File: src/rtl/lcd_bus_controller_pkg.sv
// Shared LCD controller definitions: default timings, HD44780 command codes, FSM encodings.
// Also holds the boot-item lookup and timer-load helpers used by both the top and nibble writer.
package lcd_bus_controller_pkg;

  localparam int unsigned TIMER_W = 20;

  localparam int unsigned DEF_T_POWERON = 750000;
  localparam int unsigned DEF_T_INIT1   = 205000;
  localparam int unsigned DEF_T_INIT2   = 5000;
  localparam int unsigned DEF_T_SETUP   = 2;
  localparam int unsigned DEF_T_ENABLE  = 12;
  localparam int unsigned DEF_T_HOLD    = 1;
  localparam int unsigned DEF_T_NIBGAP  = 50;
  localparam int unsigned DEF_T_EXEC    = 2000;
  localparam int unsigned DEF_T_CLEAR   = 82000;

  localparam logic [7:0] LCD_FUNCSET = 8'h28;
  localparam logic [7:0] LCD_ENTRY   = 8'h06;
  localparam logic [7:0] LCD_DISPON  = 8'h0C;
  localparam logic [7:0] LCD_CLEAR   = 8'h01;
  localparam logic [7:0] LCD_HOME    = 8'h02;

  typedef logic [TIMER_W-1:0] timer_t;

  typedef enum logic [2:0] {
    ST_PWR_WAIT,
    ST_INIT,
    ST_CFG,
    ST_IDLE,
    ST_NIB,
    ST_GAP,
    ST_EXEC
  } ctrl_state_t;

  typedef enum logic [1:0] {
    NW_IDLE,
    NW_SETUP,
    NW_PULSE,
    NW_HOLD
  } nib_state_t;

  // A phase of N cycles loads N-1 and exits on the cycle the count hits zero.
  function automatic timer_t tload(input int unsigned cycles);
    return (cycles == 0) ? '0 : timer_t'(cycles - 1);
  endfunction

  function automatic logic is_long_cmd(input logic rs, input logic [7:0] b);
    return !rs && ((b == LCD_CLEAR) || (b == LCD_HOME));
  endfunction

  function automatic logic [3:0] init_nibble(input logic [1:0] idx);
    return (idx == 2'd3) ? 4'h2 : 4'h3;
  endfunction

  function automatic logic [7:0] cfg_byte(input logic [1:0] idx);
    logic [7:0] b;
    case (idx)
      2'd0:    b = LCD_FUNCSET;
      2'd1:    b = LCD_ENTRY;
      2'd2:    b = LCD_DISPON;
      default: b = LCD_CLEAR;
    endcase
    return b;
  endfunction

endpackage

File: src/rtl/lcd_bus_controller_if.sv
// CPU write port plus LCD pin bundle; the CPU side drives wr_*, the controller drives rdy and pins.
// wr_vld is a one-cycle strobe, honoured only while rdy is high.
interface lcd_bus_controller_if;
  logic       wr_vld;
  logic       wr_rs;
  logic [7:0] wr_dat;
  logic       rdy;
  logic       lcd_e;
  logic       lcd_rs;
  logic       lcd_rw;
  logic [3:0] lcd_dat;

  modport master (
    output wr_vld, wr_rs, wr_dat,
    input  rdy, lcd_e, lcd_rs, lcd_rw, lcd_dat
  );

  modport slave (
    input  wr_vld, wr_rs, wr_dat,
    output rdy, lcd_e, lcd_rs, lcd_rw, lcd_dat
  );
endinterface

File: src/rtl/lcd_nibble_writer.sv
// Drives one nibble onto the LCD pins: SETUP (E=0), PULSE (E=1), HOLD (E=0); done on last HOLD cycle.
// Latency T_SETUP+T_ENABLE+T_HOLD cycles from start; start is only acted on while idle.
module lcd_nibble_writer
  import lcd_bus_controller_pkg::*;
#(
  parameter int unsigned T_SETUP  = DEF_T_SETUP,
  parameter int unsigned T_ENABLE = DEF_T_ENABLE,
  parameter int unsigned T_HOLD   = DEF_T_HOLD
) (
  input  logic       i_clk,
  input  logic       i_rst,
  input  logic       i_start,
  input  logic [3:0] i_nibble,
  input  logic       i_rs,
  input  logic       i_clr,
  output logic       o_done,
  output logic       o_lcd_e,
  output logic       o_lcd_rs,
  output logic [3:0] o_lcd_dat
);

  localparam int unsigned CNT_W = 8;
  typedef logic [CNT_W-1:0] cnt_t;

  nib_state_t r_state;
  cnt_t       r_cnt;
  logic       r_e;
  logic       r_rs;
  logic [3:0] r_dat;
  logic       w_cnt_zero;

  assign w_cnt_zero = (r_cnt == '0);

  // Pins only change on SETUP entry, or when the controller returns to idle.
  always_ff @(posedge i_clk or posedge i_rst) begin
    if (i_rst) begin
      r_state <= NW_IDLE;
      r_cnt   <= '0;
      r_e     <= 1'b0;
      r_rs    <= 1'b0;
      r_dat   <= '0;
    end else begin
      if (i_clr) begin
        r_rs  <= 1'b0;
        r_dat <= '0;
      end
      case (r_state)
        NW_IDLE: begin
          if (i_start) begin
            r_state <= NW_SETUP;
            r_cnt   <= cnt_t'(tload(T_SETUP));
            r_rs    <= i_rs;
            r_dat   <= i_nibble;
          end
        end
        NW_SETUP: begin
          if (w_cnt_zero) begin
            r_state <= NW_PULSE;
            r_cnt   <= cnt_t'(tload(T_ENABLE));
            r_e     <= 1'b1;
          end else begin
            r_cnt <= r_cnt - cnt_t'(1);
          end
        end
        NW_PULSE: begin
          if (w_cnt_zero) begin
            r_state <= NW_HOLD;
            r_cnt   <= cnt_t'(tload(T_HOLD));
            r_e     <= 1'b0;
          end else begin
            r_cnt <= r_cnt - cnt_t'(1);
          end
        end
        NW_HOLD: begin
          if (w_cnt_zero) begin
            r_state <= NW_IDLE;
          end else begin
            r_cnt <= r_cnt - cnt_t'(1);
          end
        end
        default: r_state <= NW_IDLE;
      endcase
    end
  end

  assign o_done    = (r_state == NW_HOLD) && w_cnt_zero;
  assign o_lcd_e   = r_e;
  assign o_lcd_rs  = r_rs;
  assign o_lcd_dat = r_dat;

endmodule

File: src/rtl/lcd_bus_controller.sv
// HD44780 4-bit sequencer: power-on init/config, then one byte per accepted write as two nibbles.
// Busy (rdy=0) from the cycle after acceptance until the exec wait ends; writes while busy are dropped.
module lcd_bus_controller
  import lcd_bus_controller_pkg::*;
#(
  parameter int unsigned T_POWERON = DEF_T_POWERON,
  parameter int unsigned T_INIT1   = DEF_T_INIT1,
  parameter int unsigned T_INIT2   = DEF_T_INIT2,
  parameter int unsigned T_SETUP   = DEF_T_SETUP,
  parameter int unsigned T_ENABLE  = DEF_T_ENABLE,
  parameter int unsigned T_HOLD    = DEF_T_HOLD,
  parameter int unsigned T_NIBGAP  = DEF_T_NIBGAP,
  parameter int unsigned T_EXEC    = DEF_T_EXEC,
  parameter int unsigned T_CLEAR   = DEF_T_CLEAR
) (
  input  logic                i_clk,
  input  logic                i_rst,
  lcd_bus_controller_if.slave bus
);

  ctrl_state_t r_state;
  timer_t      r_timer;
  timer_t      r_exec_ld;
  logic [2:0]  r_step;
  logic        r_boot;
  logic        r_single;
  logic        r_lower;
  logic        r_rs;
  logic [3:0]  r_lo_nib;
  logic        r_ready;

  logic        w_tdone;
  logic        w_accept;
  logic        w_clr;
  logic        w_start;
  logic        w_rs;
  logic [3:0]  w_nib;
  logic        w_done;
  logic [7:0]  w_cfg_byte;
  logic        w_lcd_e;
  logic        w_lcd_rs;
  logic [3:0]  w_lcd_dat;

  assign w_tdone    = (r_timer == '0);
  assign w_cfg_byte = cfg_byte(r_step[1:0]);
  assign w_accept   = (r_state == ST_IDLE) && r_ready && bus.wr_vld;
  // Leaving EXEC for IDLE: either a user byte, or the last config item (step 7).
  assign w_clr      = (r_state == ST_EXEC) && w_tdone && (!r_boot || (r_step == 3'd7));

  // Nibble launch is combinational so SETUP starts on the same edge the FSM commits.
  always_comb begin
    w_start = 1'b0;
    w_nib   = '0;
    w_rs    = 1'b0;
    case (r_state)
      ST_INIT: begin
        w_start = 1'b1;
        w_nib   = init_nibble(r_step[1:0]);
      end
      ST_CFG: begin
        w_start = 1'b1;
        w_nib   = w_cfg_byte[7:4];
      end
      ST_IDLE: begin
        w_start = w_accept;
        w_nib   = bus.wr_dat[7:4];
        w_rs    = bus.wr_rs;
      end
      ST_GAP: begin
        w_start = w_tdone;
        w_nib   = r_lo_nib;
        w_rs    = r_rs;
      end
      default: ;
    endcase
  end

  always_ff @(posedge i_clk or posedge i_rst) begin
    if (i_rst) begin
      r_state   <= ST_PWR_WAIT;
      r_timer   <= tload(T_POWERON);
      r_exec_ld <= '0;
      r_step    <= '0;
      r_boot    <= 1'b1;
      r_single  <= 1'b0;
      r_lower   <= 1'b0;
      r_rs      <= 1'b0;
      r_lo_nib  <= '0;
      r_ready   <= 1'b0;
    end else begin
      case (r_state)
        ST_PWR_WAIT: begin
          if (w_tdone) r_state <= ST_INIT;
          else         r_timer <= r_timer - timer_t'(1);
        end
        ST_INIT: begin
          r_single  <= 1'b1;
          r_lower   <= 1'b0;
          r_rs      <= 1'b0;
          r_lo_nib  <= '0;
          r_exec_ld <= (r_step == 3'd0) ? tload(T_INIT1) :
                       (r_step == 3'd1) ? tload(T_INIT2) : tload(T_EXEC);
          r_state   <= ST_NIB;
        end
        ST_CFG: begin
          r_single  <= 1'b0;
          r_lower   <= 1'b0;
          r_rs      <= 1'b0;
          r_lo_nib  <= w_cfg_byte[3:0];
          r_exec_ld <= is_long_cmd(1'b0, w_cfg_byte) ? tload(T_CLEAR) : tload(T_EXEC);
          r_state   <= ST_NIB;
        end
        ST_IDLE: begin
          if (w_accept) begin
            r_single  <= 1'b0;
            r_lower   <= 1'b0;
            r_rs      <= bus.wr_rs;
            r_lo_nib  <= bus.wr_dat[3:0];
            r_exec_ld <= is_long_cmd(bus.wr_rs, bus.wr_dat) ? tload(T_CLEAR) : tload(T_EXEC);
            r_ready   <= 1'b0;
            r_state   <= ST_NIB;
          end
        end
        ST_NIB: begin
          if (w_done) begin
            if (r_single || r_lower) begin
              r_state <= ST_EXEC;
              r_timer <= r_exec_ld;
            end else begin
              r_state <= ST_GAP;
              r_timer <= tload(T_NIBGAP);
              r_lower <= 1'b1;
            end
          end
        end
        ST_GAP: begin
          if (w_tdone) r_state <= ST_NIB;
          else         r_timer <= r_timer - timer_t'(1);
        end
        ST_EXEC: begin
          if (w_tdone) begin
            if (w_clr) begin
              r_state <= ST_IDLE;
              r_ready <= 1'b1;
              r_boot  <= 1'b0;
            end else begin
              r_step  <= r_step + 3'd1;
              r_state <= (r_step < 3'd3) ? ST_INIT : ST_CFG;
            end
          end else begin
            r_timer <= r_timer - timer_t'(1);
          end
        end
        default: r_state <= ST_PWR_WAIT;
      endcase
    end
  end

  lcd_nibble_writer #(
    .T_SETUP  (T_SETUP),
    .T_ENABLE (T_ENABLE),
    .T_HOLD   (T_HOLD)
  ) u_nib (
    .i_clk     (i_clk),
    .i_rst     (i_rst),
    .i_start   (w_start),
    .i_nibble  (w_nib),
    .i_rs      (w_rs),
    .i_clr     (w_clr),
    .o_done    (w_done),
    .o_lcd_e   (w_lcd_e),
    .o_lcd_rs  (w_lcd_rs),
    .o_lcd_dat (w_lcd_dat)
  );

  assign bus.rdy     = r_ready;
  assign bus.lcd_e   = w_lcd_e;
  assign bus.lcd_rs  = w_lcd_rs;
  assign bus.lcd_rw  = 1'b0;
  assign bus.lcd_dat = w_lcd_dat;

endmodule

File: src/flat_wrapper.sv
// flat-port wrapper written by rule: the top's interface ports become plain ports
module lcd_bus_controller_flat import lcd_bus_controller_pkg::*;
#(
  parameter int unsigned T_POWERON = DEF_T_POWERON,
  parameter int unsigned T_INIT1   = DEF_T_INIT1,
  parameter int unsigned T_INIT2   = DEF_T_INIT2,
  parameter int unsigned T_SETUP   = DEF_T_SETUP,
  parameter int unsigned T_ENABLE  = DEF_T_ENABLE,
  parameter int unsigned T_HOLD    = DEF_T_HOLD,
  parameter int unsigned T_NIBGAP  = DEF_T_NIBGAP,
  parameter int unsigned T_EXEC    = DEF_T_EXEC,
  parameter int unsigned T_CLEAR   = DEF_T_CLEAR
)
  (i_clk, i_rst, bus_wr_vld, bus_wr_rs, bus_wr_dat, bus_rdy, bus_lcd_e, bus_lcd_rs, bus_lcd_rw, bus_lcd_dat);
  lcd_bus_controller_if bus_i ();
  input  logic i_clk;
  input  logic i_rst;
  input wire logic [$bits(bus_i.wr_vld)-1:0] bus_wr_vld;
  input wire logic [$bits(bus_i.wr_rs)-1:0] bus_wr_rs;
  input wire logic [$bits(bus_i.wr_dat)-1:0] bus_wr_dat;
  output wire logic [$bits(bus_i.rdy)-1:0] bus_rdy;
  output wire logic [$bits(bus_i.lcd_e)-1:0] bus_lcd_e;
  output wire logic [$bits(bus_i.lcd_rs)-1:0] bus_lcd_rs;
  output wire logic [$bits(bus_i.lcd_rw)-1:0] bus_lcd_rw;
  output wire logic [$bits(bus_i.lcd_dat)-1:0] bus_lcd_dat;
  assign bus_i.wr_vld = bus_wr_vld;
  assign bus_i.wr_rs = bus_wr_rs;
  assign bus_i.wr_dat = bus_wr_dat;
  assign bus_rdy = bus_i.rdy;
  assign bus_lcd_e = bus_i.lcd_e;
  assign bus_lcd_rs = bus_i.lcd_rs;
  assign bus_lcd_rw = bus_i.lcd_rw;
  assign bus_lcd_dat = bus_i.lcd_dat;
  lcd_bus_controller #(.T_POWERON(T_POWERON), .T_INIT1(T_INIT1), .T_INIT2(T_INIT2), .T_SETUP(T_SETUP), .T_ENABLE(T_ENABLE), .T_HOLD(T_HOLD), .T_NIBGAP(T_NIBGAP), .T_EXEC(T_EXEC), .T_CLEAR(T_CLEAR)) u_core (.i_clk(i_clk), .i_rst(i_rst), .bus(bus_i));
endmodule
File: config.mk
export PLATFORM = sky130hd
export DESIGN_NAME = lcd_bus_controller_flat
export DESIGN_NICKNAME = d
export VERILOG_FILES = /design/src/rtl/lcd_bus_controller_pkg.sv /design/src/rtl/lcd_bus_controller_if.sv /design/src/rtl/lcd_nibble_writer.sv /design/src/rtl/lcd_bus_controller.sv /design/src/flat_wrapper.sv
export SDC_FILE = /design/constraint.sdc
export NUM_CORES = 1
export LEC_CHECK = 0
export CAP_MARGIN = 20
export CORE_AREA = 3 3 83 85
export CTS_BUF_LIST = sky130_fd_sc_hd__clkbuf_8
export DETAILED_ROUTE_END_ITERATION = 8
export DIE_AREA = 0 0 86 88
export PLACE_DENSITY = 0.86
export SYNTH_ARGS = -nofsm -noshare
export SYNTH_HDL_FRONTEND = slang
export SYNTH_SLANG_ARGS = --single-unit
export TNS_END_PERCENT = 1
File: constraint.sdc
create_clock -name i_clk -period 3.07 [get_ports i_clk]
set_input_delay 0.307 -clock i_clk [delete_from_list [all_inputs] [get_ports i_clk]]
set_output_delay 0.307 -clock i_clk [all_outputs]
set_load 0.005 [all_outputs]
==> run summary <==
Status: finished, final reports clean
Nets@finish: 455
Die height: 88 um
Top post-synthesis cells by area: dfrtp_1 (32%), dfstp_2 (9.9%), ha_1 (5.1%)
R2r setup slk: 450 ps
FMAX: 382 MHz
Least-Margin Pin Slew: 910 ps
FFs w/ async S/R, synth: 100%
Sequential cell area: 1540 um2
FILL cells: 500
Input/output buffers: 18
Final Cycle Share: 85.3%
CP Launch Type: register
Final min period: 2620 ps
Post-layout util: 67.2%
Clk root buf: clkbuf_8
Overall via count from detail_route: 3422
Mapped cell area: 3700 um2
H-tree Lvls: 3
YS warnings: 0
Synth unique cells: 68
I/O pin count: 20
Pre-antenna DRT Iters: 5
Peak supply drop: 0.287 mV
Final TNS setup: 0 ps
First-pass GRT wire length: 15600 um
# hold bufs at CTS: 0
RSZ-0062 raised after global routing: false
GR Util All Layers: 25.9%
DRC: 0
Critical path arrival: 2850 ps
Cts bufs inserted: 9
Final hold violations: 0
Net switching power figure: 0.000360 W
P per Cell Area: 368 nW/um2
Main synth FF type: dfrtp_1
Postcts setup bufs: 0
Yosys top cell by area: dfrtp_1
# rows: 29
Resize count post-CTS: 0
Clock Power Share: 45.7%
Synthesized flop and latch total: 61
Sequential fraction of the synthesis area: 41.7%
Syn_area_per_cell: 9.17 um2
Worst Skew: 6.84 ps
Iteration-0 DRC count of the detailed router: 337
Starting Density: 59.0%
Lkg Pwr: 1.73 nW
Core footprint: 6280 um2
GP Congestion: 0.969
Worst rel slew slack: 39.3%
Share of cells above drive strength 1: 15.0%
Layout area overhead: 13.9%
Initial antenna violation count: 0
Sequential share of power: 51.9%
Number of diodes: 0
CP Capture Type: register
Vias per inst: 6.71
Most common cell after layout, fill and taps aside: dfrtp_1
Grt ovf: 0
Largest net degree at the start of global routing: 33
Internal power: 0.00119 W
Area of the multi-input gates: 1990 um2
Clock sinks: 61
Worst skew pair latency: 340 ps
Die width: 86 um
Crit Path Class: register to register
Post-DRT Antenna Nets: 0
Die area: 7570 um2
Commonest non-fill, non-tap cells in the layout: dfrtp_1 (47), nor2_1 (27), a21oi_1 (26)
Setup violators final: 0
Worst Path Max Fanout: 8
Hold Path Class: input pin to async pin
Max cap viols: 0
Post-Syn Nets: 431
Sw frac: 23.3%
Post-Synthesis Cells: 404
Final wirelength: 8990 um
Wire per inst: 17.6 um
Yosys top cell area share: 31.8%
CTS tree: yes
Clock Path Buffers: 2
Number of synthesized flops with an enable pin: 0
Post-DP HPWL: 6350 um
Combinational share of power: 2.4%
Clk slew on worst S/H paths: 70 ps
Required @ worst endpoint: 3300 ps
Final slew viol count: 0
Vias in the first global route: 3360
==> per-stage QoR <==
stage	power (W)	hold slack, ps	std cells	instance area (um2)	worst slack, ps
after floorplan	0.000834	443	404	3700	812
after global placement	0.000857	461	494	4030	513
after detailed placement	0.000858	472	494	4030	463
after CTS	0.00156	397	510	4220	447
after global routing	0.00160	457	510	4220	257
final	0.00155	380	510	4220	450
==> synthesized netlist by cell type (4+ instances only) <==
cell type,count
a21oi_1,26
a22oi_1,6
a31o_2,6
a31oi_1,7
a32oi_1,4
buf_2,4
clkbuf_1,15
dfrtp_1,47
dfstp_2,14
ha_1,15
inv_1,21
mux2i_1,5
nand2_1,25
nand2b_1,6
nand3_1,16
nand4_1,4
nor2_1,27
nor2b_1,4
nor3_1,19
nor4_1,4
nor4b_1,4
o211ai_1,4
o21a_1,4
o21ai_0,20
o21ai_1,11
o22a_1,5
o22ai_1,5
o2bb2ai_1,5
o31ai_1,8
o41ai_1,4
or4_1,4
==> power groups by stage <==
stage / registers [W] / logic [W] / clock network, W
3_5_place_dp: 0.000819 / 0.0000387 / 0
5_1_grt: 0.000804 / 0.0000427 / 0.000750
6_report: 0.000804 / 0.0000377 / 0.000708
4_1_cts: 0.000804 / 0.0000389 / 0.000713
3_3_place_gp: 0.000819 / 0.0000379 / 0
2_1_floorplan: 0.000819 / 0.0000153 / 0
==> logic make-up (layout without fill, tap and decap cells) <==
group                      Yosys count  count (layout)  synth area share [%]
xor gates and xnor gates             3               3                 0.710
AOI/OAI and AO/OA                  139             139                  25.6
and+or+nand+nor                    133             133                  19.4
buffers and inverters               42              71                  4.49
other                                1               1                 0.101
DFF                                 61              61                  41.7
muxes                               10              10                  2.87
adders and majority gates           15              15                  5.07
==> path summary, 6_finish.rpt <==
| path | startpoint | end | depth (start not counted) |
|---|---|---|---|
| min in group i_clk | u_core.r_timer[12] | u_core.r_timer[12] | 2 |
| worst min-delay path | i_rst | u_core.u_nib.r_cnt[2] | 2 |
| worst max register to register | u_core.r_timer[13] | u_core.u_nib.r_cnt[4] | 6 |
| worst min register to register | u_core.r_timer[12] | u_core.r_timer[12] | 2 |
| worst max-delay path | u_core.r_timer[13] | u_core.u_nib.r_cnt[4] | 6 |
| max in group asynchronous | i_rst | u_core.r_timer[16] | 3 |
==> layout make-up <==
class                   instances  share of cell area (%)
clock buffers                   9                    2.94
inverters                      21                    1.87
multi-input cells             301                    47.3
well taps                      77                    2.28
clock inverters                 7                    1.60
repair buffers                 34                    7.42
flip-flops and latches         61                    36.6
==> state kept, by name, indices dropped and copies added, names as in the netlist <==
register	cells
u_core.u_nib.o_lcd_dat	4
u_core.u_nib.r_state	2
u_core.r_rs	1
u_core.r_state	3
u_core.r_boot	1
u_core.r_lower	1
u_core.r_step	3
u_core.bus.rdy	1
u_core.u_nib.o_lcd_e	1
u_core.r_single	1
u_core.u_nib.o_lcd_rs	1
u_core.r_timer	20
u_core.r_lo_nib	4
u_core.u_nib.r_cnt	8
u_core.r_exec_ld	10
==> worst max-delay path: stages (launching register included) <==
cell and delay, ps:
dfstp_2 390, or4_1 680, nor4_4 250, a211oi_1 140
buf_4 190, or4_4 540, o41ai_1 320
==> routing by layer <==
metal / up-vias / track usage, % / part of all wire [%]
met3: 20 / 4.70 / 7.4
met1: 1650 / 33.6 / 42
li1: 1584 / - / -
met5: - / 0 / 0
met2: 168 / 42.2 / 48
met4: 0 / 12.2 / 2.1
No activity file was read; power rests on OpenSTA's default activity.
